$ cat src/rtl/flash_mem_arbiter_if.sv
// Bus bundle for flash_mem_arbiter: two word-read requesters (A, B),
// the downstream flash read port, the config-write strobe and status outputs.
// The arbiter connects through the slave modport. Master is the driving side
// (requesters plus flash model).
interface flash_mem_arbiter_if;
  logic        a_valid;
  logic        a_ready;
  logic [31:0] a_addr;
  logic [31:0] a_rdata;
  logic        b_valid;
  logic        b_ready;
  logic [31:0] b_addr;
  logic [31:0] b_rdata;
  logic        mem_valid;
  logic [23:0] mem_addr;
  logic        mem_ready;
  logic [31:0] mem_rdata;
  logic        cfg_we;
  logic        busy;
  logic        timeout_err;

  modport slave (
    input  a_valid, a_addr, b_valid, b_addr, mem_ready, mem_rdata, cfg_we,
    output a_ready, a_rdata, b_ready, b_rdata, mem_valid, mem_addr, busy, timeout_err
  );

  modport master (
    output a_valid, a_addr, b_valid, b_addr, mem_ready, mem_rdata, cfg_we,
    input  a_ready, a_rdata, b_ready, b_rdata, mem_valid, mem_addr, busy, timeout_err
  );
endinterface

$ cat src/rtl/flash_mem_arbiter.sv
// flash_mem_arbiter: round-robin arbiter that lets two word-read requesters
// share one flash read port. Each transaction runs IDLE -> ACCESS -> RESP.
// The downstream wait is bounded by TIMEOUT_CYCLES. On expiry the requester
// gets 0xFFFFFFFF and a timeout_err pulse.
// Optional feature: define FLASH_ARB_RBUF_EN to add a one-word read buffer.
// A lookup that hits the buffer skips the flash access. The buffer is
// invalidated by cfg_we.
module flash_mem_arbiter #(
  parameter int unsigned TIMEOUT_CYCLES = 1023
) (
  input  logic              clk,
  input  logic              reset,
  flash_mem_arbiter_if.slave bus
);

  localparam int unsigned CNT_W = $clog2(TIMEOUT_CYCLES + 1);

  typedef enum logic [1:0] {IDLE, ACCESS, RESP} state_t;

  state_t             state_q;
  logic               gnt_b_q;     // requester owning the current transaction (1 = B)
  logic               pref_b_q;    // round-robin pointer: prefer B on a tie
  logic               mem_valid_q;
  logic [23:0]        mem_addr_q;
  logic [CNT_W-1:0]   cnt_q;
  logic               a_ready_q;
  logic               b_ready_q;
  logic [31:0]        a_rdata_q;
  logic [31:0]        b_rdata_q;
  logic               busy_q;
  logic               terr_q;

  logic               gnt_any_d;
  logic               gnt_b_d;
  logic [21:0]        waddr_d;
  logic               hit_d;
  logic [31:0]        hit_data;

  // Arbitration decision for the IDLE cycle: a lone request wins. On a tie the pointer decides.
  always_comb begin
    gnt_any_d = bus.a_valid | bus.b_valid;
    gnt_b_d   = bus.b_valid & (~bus.a_valid | pref_b_q);
    waddr_d   = gnt_b_d ? bus.b_addr[23:2] : bus.a_addr[23:2];
  end

`ifdef FLASH_ARB_RBUF_EN
  logic        rbuf_vld_q;
  logic [21:0] rbuf_tag_q;
  logic [31:0] rbuf_data_q;

  // A cfg_we in the lookup cycle forces a miss, so stale data is never returned.
  assign hit_d    = rbuf_vld_q & (rbuf_tag_q == waddr_d) & ~bus.cfg_we;
  assign hit_data = rbuf_data_q;

  // Read buffer: filled by successful flash reads only and invalidated by config writes.
  always_ff @(posedge clk) begin
    if (reset) begin
      rbuf_vld_q <= 1'b0;
    end else if (bus.cfg_we) begin
      rbuf_vld_q <= 1'b0;
    end else if (state_q == ACCESS && bus.mem_ready) begin
      rbuf_vld_q <= 1'b1;
    end
    if (state_q == ACCESS && bus.mem_ready) begin
      rbuf_tag_q  <= mem_addr_q[23:2];
      rbuf_data_q <= bus.mem_rdata;
    end
  end

  logic unused_bits;
  assign unused_bits = ^{bus.a_addr[31:24], bus.a_addr[1:0], bus.b_addr[31:24], bus.b_addr[1:0]};
`else
  assign hit_d    = 1'b0;
  assign hit_data = 32'h0;

  logic unused_bits;
  assign unused_bits = ^{bus.a_addr[31:24], bus.a_addr[1:0], bus.b_addr[31:24],
                         bus.b_addr[1:0], bus.cfg_we};
`endif

  // Transaction FSM. Every output is a register and is updated on the state transition.
  always_ff @(posedge clk) begin
    if (reset) begin
      state_q     <= IDLE;
      gnt_b_q     <= 1'b0;
      pref_b_q    <= 1'b0;
      mem_valid_q <= 1'b0;
      mem_addr_q  <= 24'h0;
      cnt_q       <= '0;
      a_ready_q   <= 1'b0;
      b_ready_q   <= 1'b0;
      a_rdata_q   <= 32'h0;
      b_rdata_q   <= 32'h0;
      busy_q      <= 1'b0;
      terr_q      <= 1'b0;
    end else begin
      a_ready_q <= 1'b0;
      b_ready_q <= 1'b0;
      terr_q    <= 1'b0;
      case (state_q)
        IDLE: begin
          if (gnt_any_d) begin
            gnt_b_q    <= gnt_b_d;
            pref_b_q   <= ~gnt_b_d;
            mem_addr_q <= {waddr_d, 2'b00};
            cnt_q      <= '0;
            busy_q     <= 1'b1;
            if (hit_d) begin
              state_q   <= RESP;
              a_ready_q <= ~gnt_b_d;
              b_ready_q <= gnt_b_d;
              if (gnt_b_d) b_rdata_q <= hit_data;
              else         a_rdata_q <= hit_data;
            end else begin
              state_q     <= ACCESS;
              mem_valid_q <= 1'b1;
            end
          end
        end
        ACCESS: begin
          // A mem_ready in the final counted cycle still counts as success.
          if (bus.mem_ready) begin
            state_q     <= RESP;
            mem_valid_q <= 1'b0;
            a_ready_q   <= ~gnt_b_q;
            b_ready_q   <= gnt_b_q;
            if (gnt_b_q) b_rdata_q <= bus.mem_rdata;
            else         a_rdata_q <= bus.mem_rdata;
          end else if (cnt_q == CNT_W'(TIMEOUT_CYCLES - 1)) begin
            state_q     <= RESP;
            mem_valid_q <= 1'b0;
            a_ready_q   <= ~gnt_b_q;
            b_ready_q   <= gnt_b_q;
            terr_q      <= 1'b1;
            if (gnt_b_q) b_rdata_q <= 32'hFFFF_FFFF;
            else         a_rdata_q <= 32'hFFFF_FFFF;
          end else begin
            cnt_q <= cnt_q + CNT_W'(1);
          end
        end
        RESP: begin
          state_q <= IDLE;
          busy_q  <= 1'b0;
        end
        default: begin
          state_q     <= IDLE;
          mem_valid_q <= 1'b0;
          busy_q      <= 1'b0;
        end
      endcase
    end
  end

  assign bus.mem_valid   = mem_valid_q;
  assign bus.mem_addr    = mem_addr_q;
  assign bus.a_ready     = a_ready_q;
  assign bus.b_ready     = b_ready_q;
  assign bus.a_rdata     = a_rdata_q;
  assign bus.b_rdata     = b_rdata_q;
  assign bus.busy        = busy_q;
  assign bus.timeout_err = terr_q;

endmodule

$ cat src/flat_wrapper.sv
// flat-port wrapper written by rule: the top's interface ports become plain ports
module flash_mem_arbiter_flat 
#(
  parameter int unsigned TIMEOUT_CYCLES = 1023
)
  (clk, reset, bus_a_valid, bus_a_addr, bus_b_valid, bus_b_addr, bus_mem_ready, bus_mem_rdata, bus_cfg_we, bus_a_ready, bus_a_rdata, bus_b_ready, bus_b_rdata, bus_mem_valid, bus_mem_addr, bus_busy, bus_timeout_err);
  flash_mem_arbiter_if bus_i ();
  input  logic clk;
  input  logic reset;
  input wire logic [$bits(bus_i.a_valid)-1:0] bus_a_valid;
  input wire logic [$bits(bus_i.a_addr)-1:0] bus_a_addr;
  input wire logic [$bits(bus_i.b_valid)-1:0] bus_b_valid;
  input wire logic [$bits(bus_i.b_addr)-1:0] bus_b_addr;
  input wire logic [$bits(bus_i.mem_ready)-1:0] bus_mem_ready;
  input wire logic [$bits(bus_i.mem_rdata)-1:0] bus_mem_rdata;
  input wire logic [$bits(bus_i.cfg_we)-1:0] bus_cfg_we;
  output wire logic [$bits(bus_i.a_ready)-1:0] bus_a_ready;
  output wire logic [$bits(bus_i.a_rdata)-1:0] bus_a_rdata;
  output wire logic [$bits(bus_i.b_ready)-1:0] bus_b_ready;
  output wire logic [$bits(bus_i.b_rdata)-1:0] bus_b_rdata;
  output wire logic [$bits(bus_i.mem_valid)-1:0] bus_mem_valid;
  output wire logic [$bits(bus_i.mem_addr)-1:0] bus_mem_addr;
  output wire logic [$bits(bus_i.busy)-1:0] bus_busy;
  output wire logic [$bits(bus_i.timeout_err)-1:0] bus_timeout_err;
  assign bus_i.a_valid = bus_a_valid;
  assign bus_i.a_addr = bus_a_addr;
  assign bus_i.b_valid = bus_b_valid;
  assign bus_i.b_addr = bus_b_addr;
  assign bus_i.mem_ready = bus_mem_ready;
  assign bus_i.mem_rdata = bus_mem_rdata;
  assign bus_i.cfg_we = bus_cfg_we;
  assign bus_a_ready = bus_i.a_ready;
  assign bus_a_rdata = bus_i.a_rdata;
  assign bus_b_ready = bus_i.b_ready;
  assign bus_b_rdata = bus_i.b_rdata;
  assign bus_mem_valid = bus_i.mem_valid;
  assign bus_mem_addr = bus_i.mem_addr;
  assign bus_busy = bus_i.busy;
  assign bus_timeout_err = bus_i.timeout_err;
  flash_mem_arbiter #(.TIMEOUT_CYCLES(TIMEOUT_CYCLES)) u_core (.clk(clk), .reset(reset), .bus(bus_i));
endmodule
$ cat config.mk
export PLATFORM = sky130hd
export DESIGN_NAME = flash_mem_arbiter_flat
export DESIGN_NICKNAME = d
export VERILOG_FILES = /design/src/rtl/flash_mem_arbiter_if.sv /design/src/rtl/flash_mem_arbiter.sv /design/src/flat_wrapper.sv
export SDC_FILE = /design/constraint.sdc
export NUM_CORES = 1
export LEC_CHECK = 0
export ABC_AREA = 1
export BUFFER_PORTS_ARGS = -buffer_cell sky130_fd_sc_hd__buf_2
export CELL_PAD_IN_SITES_DETAIL_PLACEMENT = 0
export CELL_PAD_IN_SITES_GLOBAL_PLACEMENT = 1
export CORE_UTILIZATION = 34
export DETAILED_ROUTE_END_ITERATION = 12
export MAX_ROUTING_LAYER = met4
export PLACE_DENSITY_LB_ADDON = 0.08
export SYNTH_ARGS = -nofsm -noshare
export SYNTH_HDL_FRONTEND = slang
export SYNTH_SLANG_ARGS = --single-unit
$ cat constraint.sdc
create_clock -name clk -period 1.6 [get_ports clk]
set_input_delay 0.32 -clock clk [delete_from_list [all_inputs] [get_ports clk]]
set_output_delay 0.32 -clock clk [all_outputs]
set_load 0.01 [all_outputs]
* Word level (Yosys, flattened, before mapping)
Cells that the tools add are included.
Storage, ports and cells: register bits after elaboration 105, input port bits 102
Operators by class: $add $sub $neg 1, equal/unequal tests 7, mux-type cells 27, bitwise logic cells 8, reductions and logical operators 12
Operators by type and width (number):
- two-way mux 32 bit | 8
- two-way mux 10 bit | 3
- two-way mux 22 bit | 1
- case mux 10 bit (2 select lines) | 1
- adder 10 x 1 -> 10 bit, second input constant | 1
- == test 10 bit, second input constant | 1
- AND reduction 3 bit | 3
- two-way mux 1 bit | 8
- two-way mux 2 bit | 3
- AND reduction 2 bit | 3
- NOT 1 bit | 5
- != test 2 bit, second input constant | 2
- case mux 2 bit (2 select lines) | 1
- AND reduction 4 bit | 1
- nonzero test 2 bit | 2
- != test 3 x 2 -> 1 bit, second input constant | 1
- case mux 1 bit (3 select lines) | 1
- OR reduction 3 bit | 1
- == test 2 x 1 -> 1 bit, second input constant | 1
- == test 2 bit, second input constant | 1
- logical NOT 2 bit | 1
- != test 2 x 1 -> 1 bit, second input constant | 1
- OR 1 bit | 2
- case mux 1 bit (2 select lines) | 1
- 2 further kinds | 2

* Longest topological paths before layout
Gate-level depths: netlist of run 1.
word-level depth 4, mapped depth 10, gate-level depth less buffers 9

* Worst setup path before layout of run 1
OpenSTA, ideal clock, no wires.
path kind register to register, start register u_core.cnt_q[0], end register u_core.cnt_q[0], library setup time 0.114 ns, arrival 1.201 ns, required time 1.486 ns, path slack 0.285 ns, cell stages (with the launch flop) 10, path buffers 1, clock period less this slack 1.315 ns, cells stage by stage dfxtp_1 > inv_1 > ha_1 > nand2_1 > inv_1 > nand4_2 > nand2_2 > buf_6 > o21bai_1 > nor2_1
On the way: longest elaborated chain between the ends 4, elaborated cells between the ends (all ways) 7, those cells by class add/sub: 1; eq/ne: 2; mux: 3; reduce/logical: 1
RTL lines:
- start: declaration | line flash_mem_arbiter.sv:25 | logic [CNT_W-1:0] cnt_q;
- start signal: assignment | line flash_mem_arbiter.sv:138 | cnt_q <= cnt_q + CNT_W'(1);
- adder 10 x 1 -> 10 bit | line flash_mem_arbiter.sv:138
- two-way mux 10 bit | line flash_mem_arbiter.sv:129 | end else if (cnt_q == CNT_W'(TIMEOUT_CYCLES - 1)) begin
- two-way mux 10 bit | line flash_mem_arbiter.sv:122 | if (bus.mem_ready) begin
- case mux 10 bit (2 select lines) | line flash_mem_arbiter.sv:100 | case (state_q)
Several ways; a longest one is shown, not always the timed one. The select of a mux whose other input is x is not followed. A chain may end at the register's enable or synchronous reset.

* Worst setup path in the final report of run 1
start register u_core.cnt_q[0], end register u_core.b_rdata_q[28] (netlist: u_core.bus.b_rdata[28])
On the way: longest elaborated chain between the ends 3
RTL lines:
- == test 10 bit | line flash_mem_arbiter.sv:129
- nonzero test 2 bit (no line)
- AND reduction 3 bit (no line)
- end signal: assignment | line flash_mem_arbiter.sv:112 | if (gnt_b_d) b_rdata_q <= hit_data;
- end signal: assignment | line flash_mem_arbiter.sv:127 | if (gnt_b_q) b_rdata_q <= bus.mem_rdata;
- end: declaration | line flash_mem_arbiter.sv:29 | logic [31:0] b_rdata_q;
No other way between the ends.

==> results of run 1 <==
[per-stage QoR]
stage | cell area [um^2] | hold WS, ns | worst slack, ns | instances | total power (uW)
detailed placement | 6230 | 0.443 | 0.108 | 1042 | 4050
global route | 6600 | 0.269 | 0.0197 | 1058 | 6960
floorplan | 5120 | 0.398 | 0.285 | 711 | 3610
global placement | 6230 | 0.430 | 0.131 | 1042 | 4040
finish | 6600 | 0.254 | 0.145 | 1058 | 6610
CTS | 6600 | 0.242 | 0.0906 | 1058 | 6720
[sequential cells by signal, indices dropped and copies added (netlist names), 2 cells and up]
signal               flops
u_core.state_q           2
u_core.bus.mem_addr     22
u_core.cnt_q            10
u_core.bus.a_rdata      32
u_core.bus.b_rdata      32
[placed cells by master (no fill, tap or decap), drive strengths merged, types with 2 or more instances in the layout]
| master | count |
|---|---|
| inv | 144 |
| a21oi | 73 |
| nor3 | 2 |
| dfxtp | 105 |
| ha | 2 |
| conb | 2 |
| o21a | 2 |
| nand3 | 37 |
| o21bai | 2 |
| nand2 | 196 |
| nor2 | 27 |
| clkbuf | 12 |
| bufinv | 3 |
| buf | 195 |
| nand4 | 66 |
| o21ai | 3 |
[Yosys cell counts]
library cell    n
a21oi_1        14
a21oi_2        59
buf_1           6
buf_2          12
buf_4           7
buf_6           7
clkbuf_1       16
clkinv_1        1
conb_1          1
dfxtp_1       105
ha_1            2
inv_1         139
inv_2           5
nand2_1       191
nand2_2         5
nand3_1        34
nand3_2         1
nand3_4         2
nand4_1        65
nand4_2         1
nor2_1         23
nor2_4          4
nor3_1          2
o21a_1          2
o21ai_0         2
o21ai_1         1
o21bai_1        2
xnor2_1         1
[layout make-up]
type,instances,area [um^2],area share (%)
multi-input combinational,413,2200,33.3
sequential,105,2100,31.8
timing repair buffer,195,1160,17.6
inverter,145,544,8.24
clock buffer,12,267,4.04
tap,184,230,3.49
clock inverter,4,97.6,1.48
[worst register-to-register path, cell delays in order, from the launching register on]
cell and delay [ns]:
dfxtp_1 0.34, inv_1 0.08, ha_1 0.17, nand2_1 0.06
inv_1 0.10, nand3_2 0.11, nand2_4 0.11, nand3_4 0.12
buf_12 0.19, a21oi_2 0.12
[logic make-up after synthesis]
kind of cell	after synthesis	synth area share [%]
AO/OA/AOI/OAI	80	12.4
adder cells (fa/ha/maj)	2	0.489
flip-flops	105	41.1
buffers and inverters	193	16.0
XOR/XNOR	1	0.171
other	1	0.0733
AND/OR/NAND/NOR	328	29.8
[worst min path at each step]
stage / slack, ns / start / to
global route: 0.27 / bus_a_addr[13] / u_core.bus.mem_addr[13]
detailed placement: 0.44 / u_core.bus.b_rdata[2] / u_core.bus.b_rdata[2]
finish: 0.25 / bus_a_addr[19] / u_core.bus.mem_addr[19]
global placement: 0.43 / u_core.bus.a_rdata[29] / u_core.bus.a_rdata[29]
CTS: 0.24 / bus_a_addr[18] / u_core.bus.mem_addr[18]
floorplan: 0.40 / reset / u_core.bus.timeout_err
[layer usage]
| metal | vias up | track usage, % |
|---|---|---|
| li1 | 2530 | - |
| met1 | 2071 | 21.1 |
| met2 | 134 | 28.2 |
| met3 | 18 | 4.08 |
| met4 | 0 | 7.02 |
| met5 | - | - |
[power groups by stage]
| stage | registers (uW) | logic, uW | clock network [uW] |
|---|---|---|---|
| finish | 2840 | 1130 | 2640 |
| global route | 2860 | 1270 | 2830 |
| CTS | 2840 | 1150 | 2730 |
| detailed placement | 2900 | 1140 | 0 |
| global placement | 2900 | 1140 | 0 |
| floorplan | 2960 | 650 | 0 |
[timing repair]
| item | 4_1_cts | 5_1_grt |
|---|---|---|
| endpoints found under the setup margin | 0 | 2 |
| endpoints found under the hold margin | 0 | 0 |
| resized for setup | 0 | 1 |
==> out/metrics.yaml, run 1 <==
path_cells: "inv_1 > ha_1 > nand2_1 > inv_1 > nand3_2 > nand2_4 > nand3_4 > buf_12 > a21oi_2"
cts.path.max_buffers: 2
grt_setup_unrepaired: "false"
ant_nets: 0
met3_length_um: 846
n_fill_cell: 1524
critical_path_required_ns: 1.89
cts_buffers: 9
crit_family: "simple AND/OR/NAND/NOR gates"
syn_inst: 710
root_buffer: "clkbuf_16"
achievable-frequency_mhz: 687
initial_core_util_pct: 35.1
p_int_uw: 4880
status: "finished clean"
area_growth_pct: 29.1
skew_ns: 0.00607
cts_tree: "done"
cp.arrival_ns: 1.74
met1_length_mm: 5.88
cts.sinks: 105
dpl.hpwl_mm: 9.28
final_hold_viol_count: 0
wl_per_cell_um: 12.2
cpMostUsedCell: "inv_1"
r2r_slack_ns: 0.15
ios: 195
grt_pass1_wl_mm: 21.4
portBuffers: 171
hold_depth: 5
report.final.slew_viol_count: 0
r2r-end: "u_core.bus.b_rdata[28]"
cts.hold.buffers_added: 0
dr_total_vias: 4753
p_per_area_nw_per_um2: 1000
via_per_inst: 4.49
yosysUniqueCellTypes: 28
grt_max_degree: 85
setup_tns_ns: 0
seqPwrFrac_pct: 43.0
drt-pass1-iter-count: 5
routed_wl_mm: 13.0
post_cts_buffers: 0
slowest_stage: "dfxtp_1"
path_max_fanout: 17
layout.nets: 973
path_class: "reg2reg"
netlist_top_cells_area: "dfxtp_1 (41%), nand2_1 (14%), inv_1 (10%)"
worstReg2RegStart: "u_core.cnt_q[0]"
drive_above_1_share_pct: 33.1
overflow: 0
hold_path_class: "in2reg"
top_layer: "met4"
combPwrFrac_pct: 17.1
yosys.area.top_type_share_pct: 41.1
ir_worst_vdd_mv: 0.524
p_leak_uw: 0.00329
num_antenna_cells: 0
swShare_pct: 26.3
htreeDepth: 3
p_sw_uw: 1740
setup_viol: 0
syn_area_per_cell_um2: 7.20
crit_path_end: "u_core.bus.b_rdata[28]"
netlist_area_um2: 5110
drc_errors: 0
core_area_um2: 14600
die_y_um: 125
grt_pass1_vias: 4466
die-area_um2: 15500
seq_area_frac_synth_pct: 41.1
yosys_warnings: 0
drt_iter0_drc: 161
antenna_found_initial: 0
period_share_pct: 90.9
post-route-util_pct: 45.3
min_period_ns: 1.45
crit_start: "u_core.cnt_q[0]"
globalRouteTotalUtil_pct: 17.5
die_x_um: 125
cp.buffers_inverters: 3
insertion_delay_ns: 0.35
routed-wl-met2_mm: 5.96
maxCapViolCount: 0
worst-path-stages: 9
place.gp.congestion: 0.789
startpoint_type: "flop"
rows: 44
cp-end-kind: "flop"
ys_ff_latch: 105
rr_worst_depth: 9
synth_largest_area_cell: "dfxtp_1"
path_clk_slew_ns: 0.07
max_stage_delay_ns: 0.34
clkPwrFrac_pct: 39.9
Power figures use the tool's default switching activity.
==> run 2: changes to the inputs <==
--- a/config.mk
+++ b/config.mk
@@ -6,10 +6,10 @@
 export NUM_CORES = 1
 export LEC_CHECK = 0
 export ABC_AREA = 1
-export BUFFER_PORTS_ARGS = -buffer_cell sky130_fd_sc_hd__buf_2
+export BUFFER_PORTS_ARGS = -buffer_cell sky130_fd_sc_hd__buf_4
 export CELL_PAD_IN_SITES_DETAIL_PLACEMENT = 0
 export CELL_PAD_IN_SITES_GLOBAL_PLACEMENT = 1
-export CORE_UTILIZATION = 34
+export CORE_UTILIZATION = 37
 export DETAILED_ROUTE_END_ITERATION = 12
 export MAX_ROUTING_LAYER = met4
 export PLACE_DENSITY_LB_ADDON = 0.08
==> constraint.sdc (replaced) <==
create_clock -name clk -period 1.8 [get_ports clk]
set_input_delay 0.36 -clock clk [delete_from_list [all_inputs] [get_ports clk]]
set_output_delay 0.36 -clock clk [all_outputs]
set_load 0.01 [all_outputs]
==> out/metrics.yaml, run 2 (synthesis gave the netlist of run 1 again) <==
period_share_pct: 86.0  # was 90.9%
setup_viol: 0  # unchanged
max_stage_delay_ns: 0.34  # about the same
setup_tns_ns: 0  # unchanged
min_period_ns: 1.55  # was 1.45 ns
insertion_delay_ns: 0.35  # about the same
path_class: "reg2reg"  # unchanged
critical_path_required_ns: 2.07  # was 1.89 ns
cts.path.max_buffers: 2  # unchanged
met2_usage_pct: 32.5  # was 28.2%
grt_pass1_wl_mm: 21.9  # was 21.4 mm
drt-pass1-iter-count: 5  # unchanged
ir_worst_vdd_mv: 0.422  # was 0.524 mV
achievable-frequency_mhz: 646  # was 687 MHz
path_cells: "inv_1 > ha_1 > nand2_1 > inv_1 > nand4_2 > nand2_2 > nand2_1 > a21oi_1"  # was inv_1 > ha_1 > nand2_1 > inv_1 > nand3_2 > nand2_4 > nand3_4 > buf_12 > a21oi_2
ios: 195  # unchanged
core_area_um2: 13300  # was 14,600 um^2
p_leak_uw: 0.00330  # was 0.00329 uW
num_antenna_cells: 0  # unchanged
path_max_fanout: 11  # was 17
root_buffer: "clkbuf_16"  # unchanged
skew_ns: 0.00683  # was 0.00607 ns
grt_max_degree: 94  # was 85
p_per_area_nw_per_um2: 806  # was 1000 nW/um^2
post_cts_resized: 0  # unchanged
combPwrFrac_pct: 19.8  # was 17.1%
drc_errors: 0  # unchanged
final_common_cell: "nand2_1"  # unchanged
via_per_inst: 4.63  # was 4.49
hold_path_class: "in2reg"  # unchanged
die_x_um: 120  # was 125 um
place.gp.congestion: 0.811  # was 0.789
cp.arrival_ns: 1.82  # was 1.74 ns
grt_use_met1_pct: 23.7  # was 21.1%
gr-max-usage-layer: "met2"  # unchanged
grt_pass1_vias: 4493  # was 4,466
antenna_found_initial: 0  # unchanged
cts_buffers: 9  # unchanged
whs_ns: 0.295  # was 0.254 ns
layout.nets: 972  # was 973
p_int_uw: 3980  # was 4880 uW
final_hold_viol_count: 0  # unchanged
seqPwrFrac_pct: 45.8  # was 43.0%
cts.sinks: 105  # unchanged
crit_family: "simple AND/OR/NAND/NOR gates"  # unchanged
die-area_um2: 14300  # was 15,500 um^2
startpoint_type: "flop"  # unchanged
dr_total_vias: 4849  # was 4,753
swShare_pct: 28.0  # was 26.3%
die_y_um: 120  # was 125 um
p_sw_uw: 1550  # was 1740 uW
cp.buffers_inverters: 2  # was 3
initial_core_util_pct: 38.3  # was 35.1%
final_cell_count_no_fill: 1048  # was 1,058
htreeDepth: 3  # unchanged
portBuffers: 171  # unchanged
ant_nets: 0  # unchanged
globalRouteTotalUtil_pct: 19.8  # was 17.5%
drive_above_1_share_pct: 32.9  # was 33.1%
path_clk_slew_ns: 0.07  # about the same
met3_usage_pct: 4.42  # was 4.08%
clkPwrFrac_pct: 34.3  # was 39.9%
overflow: 0  # unchanged
rows: 42  # was 44
cts_tree: "done"  # unchanged
status: "finished clean"  # unchanged
routed_wl_mm: 13.7  # was 13.0 mm
wl_per_cell_um: 13.1  # was 12.2 um
report.final.slew_viol_count: 0  # unchanged
drt_iter0_drc: 195  # was 161
area_growth_pct: 34.2  # was 29.1%
layout_common_cells: "nand2_1 (191), buf_4 (189), inv_1 (138)"  # was nand2_1 (191), buf_2 (171), inv_1 (138)
slowest_stage: "dfxtp_1"  # unchanged
dp_cells: 1031  # was 1,042
dpl.hpwl_mm: 9.51  # was 9.28 mm
maxCapViolCount: 0  # unchanged
cp-end-kind: "flop"  # unchanged
grt_setup_unrepaired: "false"  # unchanged
[run 2: area by class of cell]
cell class                 instances  area [um^2]
clock buffer                      12          267
inverter                         145          544
sequential                       105         2100
multi-input combinational        413         2200
timing repair buffer             194         1520
fill                            1358         6480
clock inverter                     3         15.0
tap                              176          220
[run 2: path summary, 6_finish.rpt]
kind                                        startpoint                       to  slack, ns  cells past startpoint
worst max-delay path                   u_core.cnt_q[0]          u_core.cnt_q[1]       0.25                      8
worst min register to register  u_core.bus.a_rdata[30]   u_core.bus.a_rdata[30]       0.44                      2
worst min-delay path                    bus_a_addr[21]  u_core.bus.mem_addr[21]       0.30                      5
worst max register to register         u_core.cnt_q[0]          u_core.cnt_q[1]       0.25                      8
[run 2: what timing repair did]
item | CTS | global route
hold buffers | 0 | 0
endpoints found under the hold margin | 0 | 0
setup endpoints to repair | 0 | 17
setup buffers | 0 | 2
[run 2: through the flow]
step                      area (um^2)  util, %  setup slack (ns)  power, uW
after detailed placement         6570     49.2             0.114       3690
after global routing             6860     51.4             0.101       5810
after CTS                        6850     51.3            0.0901       5590
final                            6860     51.4             0.252       5530
after global placement           6570     49.2             0.192       3670
after floorplan                  5120        -             0.485       3210
[run 2: worst min-delay path, delay by kind of cell]
kind	cells	cell delay, ns
buffers and inverters	2	0.12
and+or+nand+nor	3	0.13
[run 2: per-layer routing]
metal,share of wire (%),routed length (um)
met1,44,5980
met2,49,6740
met4,1.4,188
met3,6.0,824
met5,0,0
[run 2: power by group through the flow]
stage	clock [uW]	combinational [uW]	sequential, uW
after floorplan	0	577	2630
after global placement	0	1090	2580
after detailed placement	0	1100	2590
after CTS	1950	1100	2540
after global routing	2050	1210	2550
final	1900	1100	2530
